==> src/rtl/wishbone_master.sv <==
// Wishbone classic-cycle master: one command becomes N single-beat transfers.
// Define WBM_TIMEOUT_EN to abort a beat after TIMEOUT_CYC cycles without ack.
module wishbone_master #(
    parameter int LEN_W       = 8,
    parameter int TIMEOUT_CYC = 255
) (
    input  logic             wb_clk_i,
    input  logic             wb_rst_i,
    input  logic             cmd_valid_i,
    output logic             cmd_ready_o,
    input  logic             cmd_we_i,
    input  logic [31:0]      cmd_adr_i,
    input  logic [3:0]       cmd_sel_i,
    input  logic [LEN_W-1:0] cmd_len_i,
    input  logic             wr_valid_i,
    output logic             wr_ready_o,
    input  logic [31:0]      wr_data_i,
    output logic             rd_valid_o,
    input  logic             rd_ready_i,
    output logic [31:0]      rd_data_o,
    output logic             done_o,
    output logic             err_o,
    output logic             wbm_cyc_o,
    output logic             wbm_stb_o,
    output logic             wbm_we_o,
    output logic [3:0]       wbm_sel_o,
    output logic [31:0]      wbm_adr_o,
    output logic [31:0]      wbm_dat_o,
    input  logic [31:0]      wbm_dat_i,
    input  logic             wbm_ack_i
);

    typedef enum logic [2:0] {IDLE, WDAT, REQ, RDRSP, DONE} state_t;

    localparam int TW = $clog2(TIMEOUT_CYC + 1);
`ifdef WBM_TIMEOUT_EN
    localparam bit TO_EN = 1'b1;
`else
    localparam bit TO_EN = 1'b0;
`endif

    state_t           state, state_n;
    logic [31:0]      adr_n, dat_n, rdat_n;
    logic [3:0]       sel_n;
    logic             we_n, rvld_n, err_n;
    logic [LEN_W-1:0] cnt, cnt_n;
    logic [TW-1:0]    tcnt, tcnt_n;
    logic             timeout;

    // Beat timer restarts whenever REQ is entered; constant-folds away when disabled.
    assign timeout = TO_EN && (tcnt == TW'(TIMEOUT_CYC - 1));

    always_comb begin
        state_n = state;
        adr_n   = wbm_adr_o;
        sel_n   = wbm_sel_o;
        we_n    = wbm_we_o;
        dat_n   = wbm_dat_o;
        rdat_n  = rd_data_o;
        rvld_n  = rd_valid_o;
        err_n   = err_o;
        cnt_n   = cnt;
        tcnt_n  = (state == REQ) ? tcnt + 1'b1 : '0;
        unique case (state)
            IDLE: begin
                if (cmd_valid_i && cmd_ready_o) begin
                    adr_n   = cmd_adr_i;
                    sel_n   = cmd_sel_i;
                    we_n    = cmd_we_i;
                    cnt_n   = cmd_len_i;
                    err_n   = 1'b0;
                    state_n = cmd_we_i ? WDAT : REQ;
                end
            end
            WDAT: begin
                if (wr_valid_i && wr_ready_o) begin
                    dat_n   = wr_data_i;
                    state_n = REQ;
                end
            end
            REQ: begin
                if (wbm_ack_i) begin
                    if (!wbm_we_o) begin
                        rdat_n  = wbm_dat_i;
                        rvld_n  = 1'b1;
                        state_n = RDRSP;
                    end else if (cnt != '0) begin
                        adr_n   = wbm_adr_o + 32'd4;
                        cnt_n   = cnt - 1'b1;
                        state_n = WDAT;
                    end else begin
                        state_n = DONE;
                    end
                end else if (timeout) begin
                    err_n   = 1'b1;
                    state_n = DONE;
                end
            end
            RDRSP: begin
                if (rd_ready_i) begin
                    rvld_n = 1'b0;
                    if (cnt != '0) begin
                        adr_n   = wbm_adr_o + 32'd4;
                        cnt_n   = cnt - 1'b1;
                        state_n = REQ;
                    end else begin
                        state_n = DONE;
                    end
                end
            end
            DONE: state_n = IDLE;
            default: state_n = IDLE;
        endcase
    end

    always_ff @(posedge wb_clk_i or negedge wb_rst_i) begin
        if (!wb_rst_i) begin
            state       <= IDLE;
            cnt         <= '0;
            tcnt        <= '0;
            cmd_ready_o <= 1'b0;
            wr_ready_o  <= 1'b0;
            rd_valid_o  <= 1'b0;
            rd_data_o   <= '0;
            done_o      <= 1'b0;
            err_o       <= 1'b0;
            wbm_cyc_o   <= 1'b0;
            wbm_stb_o   <= 1'b0;
            wbm_we_o    <= 1'b0;
            wbm_sel_o   <= '0;
            wbm_adr_o   <= '0;
            wbm_dat_o   <= '0;
        end else begin
            state       <= state_n;
            cnt         <= cnt_n;
            tcnt        <= tcnt_n;
            // Handshake and bus strobes are registered views of the next state.
            cmd_ready_o <= (state_n == IDLE);
            wr_ready_o  <= (state_n == WDAT);
            done_o      <= (state_n == DONE);
            wbm_stb_o   <= (state_n == REQ);
            wbm_cyc_o   <= (state_n == WDAT) || (state_n == REQ) ||
                           (state_n == RDRSP);
            rd_valid_o  <= rvld_n;
            rd_data_o   <= rdat_n;
            err_o       <= err_n;
            wbm_we_o    <= we_n;
            wbm_sel_o   <= sel_n;
            wbm_adr_o   <= adr_n;
            wbm_dat_o   <= dat_n;
        end
    end

endmodule

==> config.mk <==
export PLATFORM = sky130hd
export DESIGN_NAME = wishbone_master
export DESIGN_NICKNAME = d
export VERILOG_FILES = /design/src/rtl/wishbone_master.sv
export SDC_FILE = /design/constraint.sdc
export NUM_CORES = 1
export LEC_CHECK = 0
export CAP_MARGIN = 25
export CORE_MARGIN = 10
export CORE_UTILIZATION = 43
export CTS_CLUSTER_SIZE = 8
export DETAILED_ROUTE_END_ITERATION = 16
export PLACE_DENSITY = 0.83
export SETUP_SLACK_MARGIN = 0.1
export SLEW_MARGIN = 30
export SYNTH_ARGS = -nofsm -noshare
export SYNTH_HDL_FRONTEND = slang
export SYNTH_SLANG_ARGS = --single-unit
export TNS_END_PERCENT = 1
==> constraint.sdc <==
create_clock -name wb_clk_i -period 3.15 [get_ports wb_clk_i]
set_clock_uncertainty 0.2 [all_clocks]
set_input_delay 0.7875 -clock wb_clk_i [delete_from_list [all_inputs] [get_ports wb_clk_i]]
set_output_delay 0.7875 -clock wb_clk_i [all_outputs]
set_load 0.05 [all_outputs]
Yosys cells after proc, flatten, opt, wreduce, memory -nomap -nowiden:

Cells that the tools add are included.

* word-level logic and storage cells: 67
* output and inout bits: 108
* register bits: 118

* reductions and logical operators: 14
* bitwise operators: 1
* mux-type cells: 25
* equal/unequal tests: 12
* $add $sub $neg: 2

Operators by type and width (number)
* $mux W32: 5
* $pmux W32 S3: 1
* $mux W8: 5
* $add A32 B3 Y32 const B: 1
* $pmux W8 S3: 1
* $mux W3: 7
* $eq A3 B2 Y1 const B: 4
* $pmux W3 S4: 1
* $ne A2 B2 Y1 const B: 5
* $reduce_bool A8 Y1: 1
* $sub A8 B1 Y8 const B: 1
* $eq A3 B1 Y1 const B: 2
* $logic_not A3 Y1: 2
* $reduce_and A5 Y1: 1
* $reduce_and A2 Y1: 2
* $reduce_and A4 Y1: 1
* $eq A3 B3 Y1 const B: 1
* $mux W1: 3
* $reduce_and A3 Y1: 1
* $reduce_bool A3 Y1: 1
* $logic_and A1 B1 Y1: 2
* $logic_or A1 B1 Y1: 2
* $mux W2: 1
* $pmux W1 S2: 1
* 2 further kinds: 2

Depth between registers and ports, before layout:

* word-level depth: 8
* mapped depth: 8
* gate-level depth less buffers: 7

Worst setup path after synthesis:

No wires, ideal clock.

* kind: register -> register
* from: register wbm_adr_o[2]
* to: register wbm_adr_o[28]
* stages on the path, launching flop included: 7
* data required time: 2.884 ns
* data arrival time: 2.322 ns
* period minus slack after synthesis: 2.587 ns
* setup slack: 0.563 ns
* cells stage by stage: dfrtp_1 -> ha_1 -> and4_1 -> nand4_1 -> or4_2 -> a21oi_1 -> o22a_1

* cells in the longest elaborated chain, start to end: 5
* elaborated cells between the ends (all ways): 6

Ends and longest elaborated chain
* from (decl): RTL line 27 `output logic [31:0] wbm_adr_o,`
* from (signal assigned): RTL line 149 `wbm_adr_o <= adr_n;`
* $add A32 B3 Y32 *: RTL line 88, 103
* $mux W32 *: RTL line 87, 102
* $mux W32: RTL line 83 `if (!wbm_we_o) begin`
* $mux W32: RTL line 82 `if (wbm_ack_i) begin`
* $pmux W32 S3 *: RTL line 64 `unique case (state)`

Every way passes the cells marked *; elsewhere a longest branch is shown, timed or not. The select of a mux whose other input is x is not followed.
A chain may end at the register's enable or synchronous reset.

Worst setup path after layout:

* from: register wbm_adr_o[15]
* to: output port wbm_adr_o[15]

No word-level cell between the ends.

==> results.toml <==
[outcome]
status = "finished clean"

[critical_path]
crit_chain = "clkdlybuf4s50_1"
critPathLaunchType = "register"
r2r-end = "wbm_adr_o[28]$_DFFE_PN0P_"
rr_worst_depth = 6
worstPathBufferInverterCount = 1
worstSetupPathDepth = 1
crit_path_end_kind = "primary output"
cp_max_fo = 10
critical_path.top_delay_family = "buffers and inverters"
critPathSlowestCell = "clkdlybuf4s50_1"
cpPeakStageDelay_ns = 0.88
path_class = "register to primary output"
r2r_start = "wbm_adr_o[2]$_DFFE_PN0P_"
r2r_setup_slack_ns = 0.65
required_ns = 2.16
arrival_ns = 1.82

[final_layout]
final_core_util = 0.698
drive_gt1_frac = 0.162
layout.cells.non_filler = 902
n_antenna_cell = 0
area_growth_pct = 56.6
nets = 839

[clock_tree]
cts.repair.resized = 0
cts_num_sinks = 118
cts-root-buf = "clkbuf_16"
clkLatencyLatePin_ns = 0.41
htree_num_levels = 4
cts_setup_buffers = 0
cts.path.max_buffers = 2
numCtsBuffers = 17
clkTransAtPathRegs_ns = 0.05
hold_buffers = 0
cts_tree = "done"

[sta]
fin_crit_sh = 0.890
min_period_ns = 2.80
setup_viol = 0
relSlewSlack = 0.546
rsz0062_at_grt = "no"
max_freq_mhz = 357
drv_slew = 0
tns_ns = 0
final-hold-violation-count = 0
tightest_slew_ns = 0.679

[synthesis]
syn_nets = 620
synth_top_area_frac = 0.545
syn_area_per_cell_um2 = 10.8
synth_warnings = 0
synth_cells = 502
synth_cell_type_count = 59
yosysTopAreaCell = "dfrtp_1"
async_reset_ff_frac = 1.00
yosys-top-cells-area = "dfrtp_1 (54%), mux2_2 (13%), a21oi_1 (4.2%)"
ys_ff_latch = 118
ys_seq_area_frac = 0.545
synth_edf_count = 0
synth_common_cells = "dfrtp_1 (118), mux2_2 (63), nand2_1 (52)"
synth_flop_cell = "dfrtp_1"
synthesis.area_um2 = 5420
yosys.cell_count.top_type = "dfrtp_1"

[global_route]
gr-total-overflow = 0
antenna_found_initial = 0
grt_pass1_vias = 5173
grt_pass1_wl_um = 28200
grt_util_all_layers = 0.201
grt_max_degree = 47

[route]
ant_nets = 0
firstDrtPassIters = 5
drt_wl_total_um = 17600
drt-initial-drc-count = 555
vias = 4906
drt-vias-per-instance = 5.44
drc = 0
wl_per_cell_um = 19.5

[floorplanning]
core_um2 = 12200
num_io_pins = 223
num_rows = 40
fp.dieW_um = 132
start_util = 0.446
dieArea_um2 = 17500
die_h_um = 132

[place]
dp_hpwl_um = 13200
dp.cells = 870
io_buffer_count = 221
place.gp.congestion = 0.812

[pwr]
powerDensity_nw_per_um2 = 1270
finalPower_mw = 10.8
p_leak_nw = 3.46
ir_drop_uv = 748

[worst_hold_path]
hp-class = "input port to asynchronous set/reset pin"

[run]
maxCapViolCount = 0
==> cell type report <==
type	count	area, um2
fill	887	3670
sequential	118	2950
tap	168	210
clock inverter	12	153
multi-input combinational	345	2320
timing repair buffer	232	2370
inverter	7	26.3
clock buffer	20	457
==> cell families (layout without fill, tap and decap cells) <==
logic type	Yosys count	in the layout	synth area share
simple gates	153	153	0.140
compound gates	123	123	0.143
flops	118	118	0.545
mux	65	65	0.135
buf+inv	39	271	0.0300
fa+ha+maj	3	3	0.00692
other cells	1	1	0.000692
==> worst max-delay path by stage <==
stage	start	to
CTS	wbm_adr_o[15]$_DFFE_PN0P_	wbm_adr_o[15]
floorplan	wbm_adr_o[2]$_DFFE_PN0P_	wbm_adr_o[28]$_DFFE_PN0P_
global route	wbm_adr_o[15]$_DFFE_PN0P_	wbm_adr_o[15]
detailed placement	cmd_valid_i	wbm_stb_o$_DFF_PN0_
global placement	cmd_valid_i	wbm_stb_o$_DFF_PN0_
finish	wbm_adr_o[15]$_DFFE_PN0P_	wbm_adr_o[15]
==> per-stage QoR <==
step	instance area [um2]	hold WS, ns	worst slack, ns
floorplan	5420	0.292	0.563
global placement	7880	0.254	0.411
detailed placement	7880	0.256	0.369
CTS	8490	0.122	0.330
global route	8490	0.129	0.272
finish	8490	0.122	0.346
==> flip-flops by register name, summed over array words and instances, names as in the netlist <==
| register | cells |
|---|---|
| wr_ready_o | 1 |
| wbm_sel_o | 4 |
| wbm_we_o | 1 |
| wbm_cyc_o | 1 |
| wbm_dat_o | 32 |
| rd_valid_o | 1 |
| wbm_stb_o | 1 |
| done_o | 1 |
| state | 3 |
| cmd_ready_o | 1 |
| wbm_adr_o | 32 |
| rd_data_o | 32 |
| cnt | 8 |
==> routing by layer <==
metal  share of wire  GRT usage
met1            0.38      0.217
met2            0.50      0.345
met3            0.10     0.0911
met4           0.016     0.0617
met5               0          0
==> power breakdown <==
group / internal (mW) / switching (mW)
clock network: 1.28 / 0.692
registers: 2.25 / 0.601
logic: 2.15 / 3.81
==> layout by cell type, fill, tap and decap left out, drive strengths merged, types with 5 or more instances in the layout <==
master,instances
clkinv,5
dfrtp,118
o21ai,22
o22ai,12
nand4,14
mux2,64
clkdlybuf4s50,220
a21oi,47
nor2,33
inv,7
nand3,13
nor3,7
o22a,10
nand2,52
buf,12
clkbuf,20
and4,5
Note: power is estimated with default switching activity, not from simulation.
==> variant 1: new RTL, same settings <==
Set the parameter `LEN_W` to 4 (it was 8).
--- a/src/rtl/wishbone_master.sv
+++ b/src/rtl/wishbone_master.sv
@@ -1,7 +1,7 @@
 // Wishbone classic-cycle master: one command becomes N single-beat transfers.
 // Define WBM_TIMEOUT_EN to abort a beat after TIMEOUT_CYC cycles without ack.
 module wishbone_master #(
-    parameter int LEN_W       = 8,
+    parameter int LEN_W       = 4,
     parameter int TIMEOUT_CYC = 255
 ) (
     input  logic             wb_clk_i,
Interface: changed (resized cmd_len_i); port bits go from 223 to 219. No check against the original RTL was run, so the function may have changed too.
==> variant 1 against the original RTL <==
Worst setup slack better by 0.027 ns. Sequential cell count down 4. Final area fell by 2.3%. Cell count shrank 3.2%. Routed wire length increased by 2.2%. Sequential share of layout area is 0.40 points lower. Synthesized area is 2.0% lower. Critical path depth unchanged. Power grew 0.90%. Global-route usage grew 0.60 points. Critical path type unchanged. Highest routed layer unchanged.
==> variant 1: results (changes against the original RTL) <==
[clocking]
cts.path.max_buffers = 2  ; unchanged
clkTransAtPathRegs_ns = 0.06
ctsResizeCount = 0  ; unchanged
clkLatencyLatePin_ns = 0.42
cts_setup_buffers = 0  ; unchanged
clockRootBuffer = clkbuf_16

[global_routing]
grt_max_degree = 48  ; +2.1%
grt_use_total_pct = 20.7  ; +0.60 points
first_global_vias = 4911  ; -5.1%
antenna_found_initial = 0  ; unchanged
grt_pass1_wl_mm = 28.9  ; +2.6%

[routing]
dr.first_iter.drc_count = 317  ; -43%
vias = 4711  ; -4.0%
drtPass1Iterations = 5  ; unchanged
routed_wl_mm = 18.0  ; +2.2%

[final_layout]
reg_top3 = rd_data_o (32), wbm_adr_o (32), wbm_dat_o (32)
drive_above_1_share_pct = 17.4  ; +1.2 points
final_nets = 805  ; -4.1%
antennaDiodeCount = 0  ; unchanged

[placement]
gp_congestion = 0.867  ; +6.8%
io_buffers = 217  ; -1.8%
placed_area_um2 = 7670  ; -2.7%
dp_slack_ns = 0.197  ; -0.171 ns
hpwl_mm = 13.7  ; +3.3%

[pwr]
total_leakage_power_uw = 0.00343  ; -0.84%
p_int_uw = 5680  ; about the same
ir_drop_v = 0.000695  ; -7.0%

[critical_path]
worst-path-max-fanout = 8  ; -2
r2r_start = cnt[0]
arrival_ns = 1.79  ; -0.03 ns
worst_path_max_delay_cell = clkdlybuf4s50_1
r2r_cells = 8  ; +2
max_stage_delay_ns = 0.88  ; about the same
cp-endpoint = wbm_adr_o[22]
crit_path_start = wbm_adr_o[22]
critPathTopFamily = buffers and inverters
timing.rr.end = cnt[2]
r2r_setup_slack_ns = 0.70  ; +0.05 ns

[sta]
relSlewSlack_pct = 57.6  ; +3.0 points
fin_crit_ns = 2.78  ; -0.0270 ns

[yosys]
syn_nets = 589  ; -5.0%
synth_cell_types = 58  ; -1.7%
synthTopCellsByCount = dfrtp_1, mux2_2, nand2_1, a21oi_1, nor2_1
yosysSeqAreaShare_pct = 53.7  ; -0.76 points
synth_area_leaders = dfrtp_1, mux2_2, nand2_1

[status]
status = finished clean

[variant 1: kinds of logic (layout without fill, tap and decap cells)]
group / count (synthesis) / after routing / share of synthesized area [%]
AO/OA/AOI/OAI: 113 / 113 / 13.8
adder cells (fa/ha/maj): 2 / 2 / 0.471
buffers and inverters: 36 / 265 / 3.53
flip-flops: 114 / 114 / 53.7
multiplexers: 64 / 64 / 13.6
other: 1 / 1 / 0.0706
AND/OR/NAND/NOR: 146 / 146 / 14.9
[variant 1: power groups by stage]
stage | logic [uW] | registers [uW] | clock network, uW
2_1_floorplan | 1670 | 5010 | 0
3_3_place_gp | 5930 | 2760 | 0
3_5_place_dp | 6060 | 2810 | 0
4_1_cts | 6080 | 2800 | 2070
5_1_grt | 6360 | 2910 | 2140
6_report | 6030 | 2810 | 2030
[variant 1: metrics by stage]
stage / hold WS [ns] / std cells / utilization (%)
4_1_cts: 0.200 / 873 / 68.8
3_5_place_dp: 0.265 / 841 / 63.6
6_report: 0.177 / 873 / 68.8
2_1_floorplan: 0.292 / 476 / -
3_3_place_gp: 0.261 / 841 / 63.6
5_1_grt: 0.226 / 873 / 68.8
[variant 1: layer usage]
metal	global-route usage, %	wire, um
met4	4.63	102
met5	0	0
met3	7.66	1600
met2	33.9	8740
met1	25.4	7570
[variant 1: cell type report]
type,instances,area (um^2)
inverters,6,22.5
clock inverters,15,206
fillers,855,3760
clock buffers,17,425
multi-input cells,326,2290
well taps,168,210
repair buffers,227,2290
flip-flops and latches,114,2850
==> variant 2: new RTL, same flow settings <==
Made on the original files. Take the reset off `rd_data_o`, `wbm_adr_o` and `wbm_dat_o` and load them in a clocked block of their own.
--- a/src/rtl/wishbone_master.sv
+++ b/src/rtl/wishbone_master.sv
@@ -121,15 +121,12 @@
             cmd_ready_o <= 1'b0;
             wr_ready_o  <= 1'b0;
             rd_valid_o  <= 1'b0;
-            rd_data_o   <= '0;
             done_o      <= 1'b0;
             err_o       <= 1'b0;
             wbm_cyc_o   <= 1'b0;
             wbm_stb_o   <= 1'b0;
             wbm_we_o    <= 1'b0;
             wbm_sel_o   <= '0;
-            wbm_adr_o   <= '0;
-            wbm_dat_o   <= '0;
         end else begin
             state       <= state_n;
             cnt         <= cnt_n;
@@ -142,13 +139,16 @@
             wbm_cyc_o   <= (state_n == WDAT) || (state_n == REQ) ||
                            (state_n == RDRSP);
             rd_valid_o  <= rvld_n;
-            rd_data_o   <= rdat_n;
             err_o       <= err_n;
             wbm_we_o    <= we_n;
             wbm_sel_o   <= sel_n;
-            wbm_adr_o   <= adr_n;
-            wbm_dat_o   <= dat_n;
         end
+    end
+
+    always_ff @(posedge wb_clk_i) begin
+        rd_data_o <= rdat_n;
+        wbm_adr_o <= adr_n;
+        wbm_dat_o <= dat_n;
     end
 
 endmodule
Function: differs if wb_rst_i is asserted again (counterexample within 4 cycles, from zero or initial values and one cycle with wb_rst_i low); with wb_rst_i held inactive, the same outputs for 4 cycles.
==> variant 2 against the original RTL <==
Count of clock-buffer cells in the layout shrank 3. Final area shrank 6.2%. Routed wire length shrank 5.3%. Synthesized area shrank 7.7%. Sequential cell count is the same. Worst setup slack gained 0.072 ns. Hold slack gained 0.16 ns. Critical endpoint is now wbm_adr_o[16]. Largest cell class unchanged.
Power is not compared: it rests on default switching activity, and its combinational part moved more than twofold at a synthesized area within 25%.
==> variant 2: results (changes against the original RTL) <==
[clocking]
ctsResizeCount = 0  ; unchanged
clkLatencyLatePin_ns = 0.40
clkTransAtPathRegs_ns = 0.05  ; about the same
cts.path.max_buffers = 2  ; unchanged
cts_setup_buffers = 0  ; unchanged
clockRootBuffer = clkbuf_16

[yosys]
synth-warning-count = 0  ; unchanged
syn_nets = 506  ; -18%
synth_area_leaders = edfxtp_1, dfrtp_1, nand2_1
async_flop_share_pct = 18.6  ; -81 points
synthTopCellsByCount = edfxtp_1, nand2_1, o21ai_0, dfrtp_1, nor2_1
synth_cell_types = 50  ; -15%
synth_edf_count = 96  ; +96
yosysSeqAreaShare_pct = 68.6  ; +14 points
synth-main-ff-cell = edfxtp_1

[pwr]
ir_drop_v = 0.000497

[critical_path]
worst-path-max-fanout = 8  ; -2
arrival_ns = 1.74  ; -0.08 ns

[sta]
relSlewSlack_pct = 53.6  ; -1.0 points

[placement]
gp_congestion = 0.877  ; +7.9%
dp_slack_ns = 0.339  ; -0.0297 ns
hpwl_mm = 12.9  ; -2.5%

[hold_path]
hold_path_class = register to register

[global_routing]
antenna_found_initial = 1  ; +1
grt_pass1_wl_mm = 24.9  ; -12%
first_global_vias = 4220  ; -18%
grt_use_total_pct = 19.5  ; -0.60 points
grt_max_degree = 46  ; -2.1%

[routing]
dr.first_iter.drc_count = 411  ; -26%
viasPerCell = 5.53  ; +1.6%
drtPass1Iterations = 5  ; unchanged
drc = 0  ; unchanged
wl_per_cell_um = 21.6  ; +11%

[status]
status = finished clean

[final_layout]
drive_above_1_share_pct = 7.47  ; -8.7 points
antennaDiodeCount = 0  ; unchanged
final_nets = 734  ; -13%
reg_top3 = rd_data_o (32), wbm_adr_o (32), wbm_dat_o (32)

variant 2: changes by cell type after synthesis, sizes merged, moves of 9 or more:
cell / before / now
edfxtp: 0 / 96
a21oi: 47 / 9
dfrtp: 118 / 22
o22ai: 12 / 1
mux2: 64 / 0
o22a: 10 / 1
nor2: 33 / 22
a31oi: 4 / 20
variant 2: power by group:
group / switching (uW) / total (uW) / internal [uW] / leakage (uW)
sequential: 349 / 2500 / 2150 / 0.00114
clock: 700 / 1790 / 1090 / 0.000263
combinational: 1760 / 2680 / 921 / 0.00141
variant 2: layout make-up:
cell class | instances | area, um^2
clock inverter | 15 | 131
timing repair buffer | 229 | 2280
inverter | 8 | 30.0
clock buffer | 17 | 425
fill | 804 | 3460
sequential | 118 | 3430
tap | 143 | 179
multi-input combinational | 242 | 1480
variant 2: logic make-up after synthesis:
family | count (synthesis) | share of synthesized area, %
AO/OA/AOI/OAI | 83 | 10.7
XOR/XNOR | 10 | 1.75
adder cells (fa/ha/maj) | 3 | 0.750
buffers and inverters | 28 | 2.37
flip-flops | 118 | 68.6
multiplexers | 1 | 0.200
other | 1 | 0.0749
AND/OR/NAND/NOR | 144 | 15.5
variant 2: stage by stage:
step,power [uW],area (um^2),util (%),std cells
2_1_floorplan,4190,5020,-,388
3_3_place_gp,5110,7400,64.8,740
3_5_place_dp,5210,7400,64.8,740
4_1_cts,7000,7960,69.7,772
5_1_grt,7300,7960,69.7,772
6_report,6970,7960,69.7,772
variant 2: final timing paths:
kind                                    start       endpoint  slack [ns]  depth (start not counted)
worst max-delay path            wbm_adr_o[16]  wbm_adr_o[16]        0.42                          1
worst min-delay path             wbm_sel_o[1]   wbm_sel_o[1]        0.28                          2
worst max register to register         cnt[0]  wbm_adr_o[21]        0.64                          7
worst min register to register   wbm_sel_o[1]   wbm_sel_o[1]        0.28                          2
max in group asynchronous            wb_rst_i       wbm_we_o        1.97                          2
min in group asynchronous            wb_rst_i   wbm_sel_o[3]        0.55                          2
variant 2: routing by layer:
layer	share of wire [%]	track usage (%)
met5	0.078	0
met4	1.4	6.03
met3	9.0	6.78
met2	52	34.0
met1	38	21.9
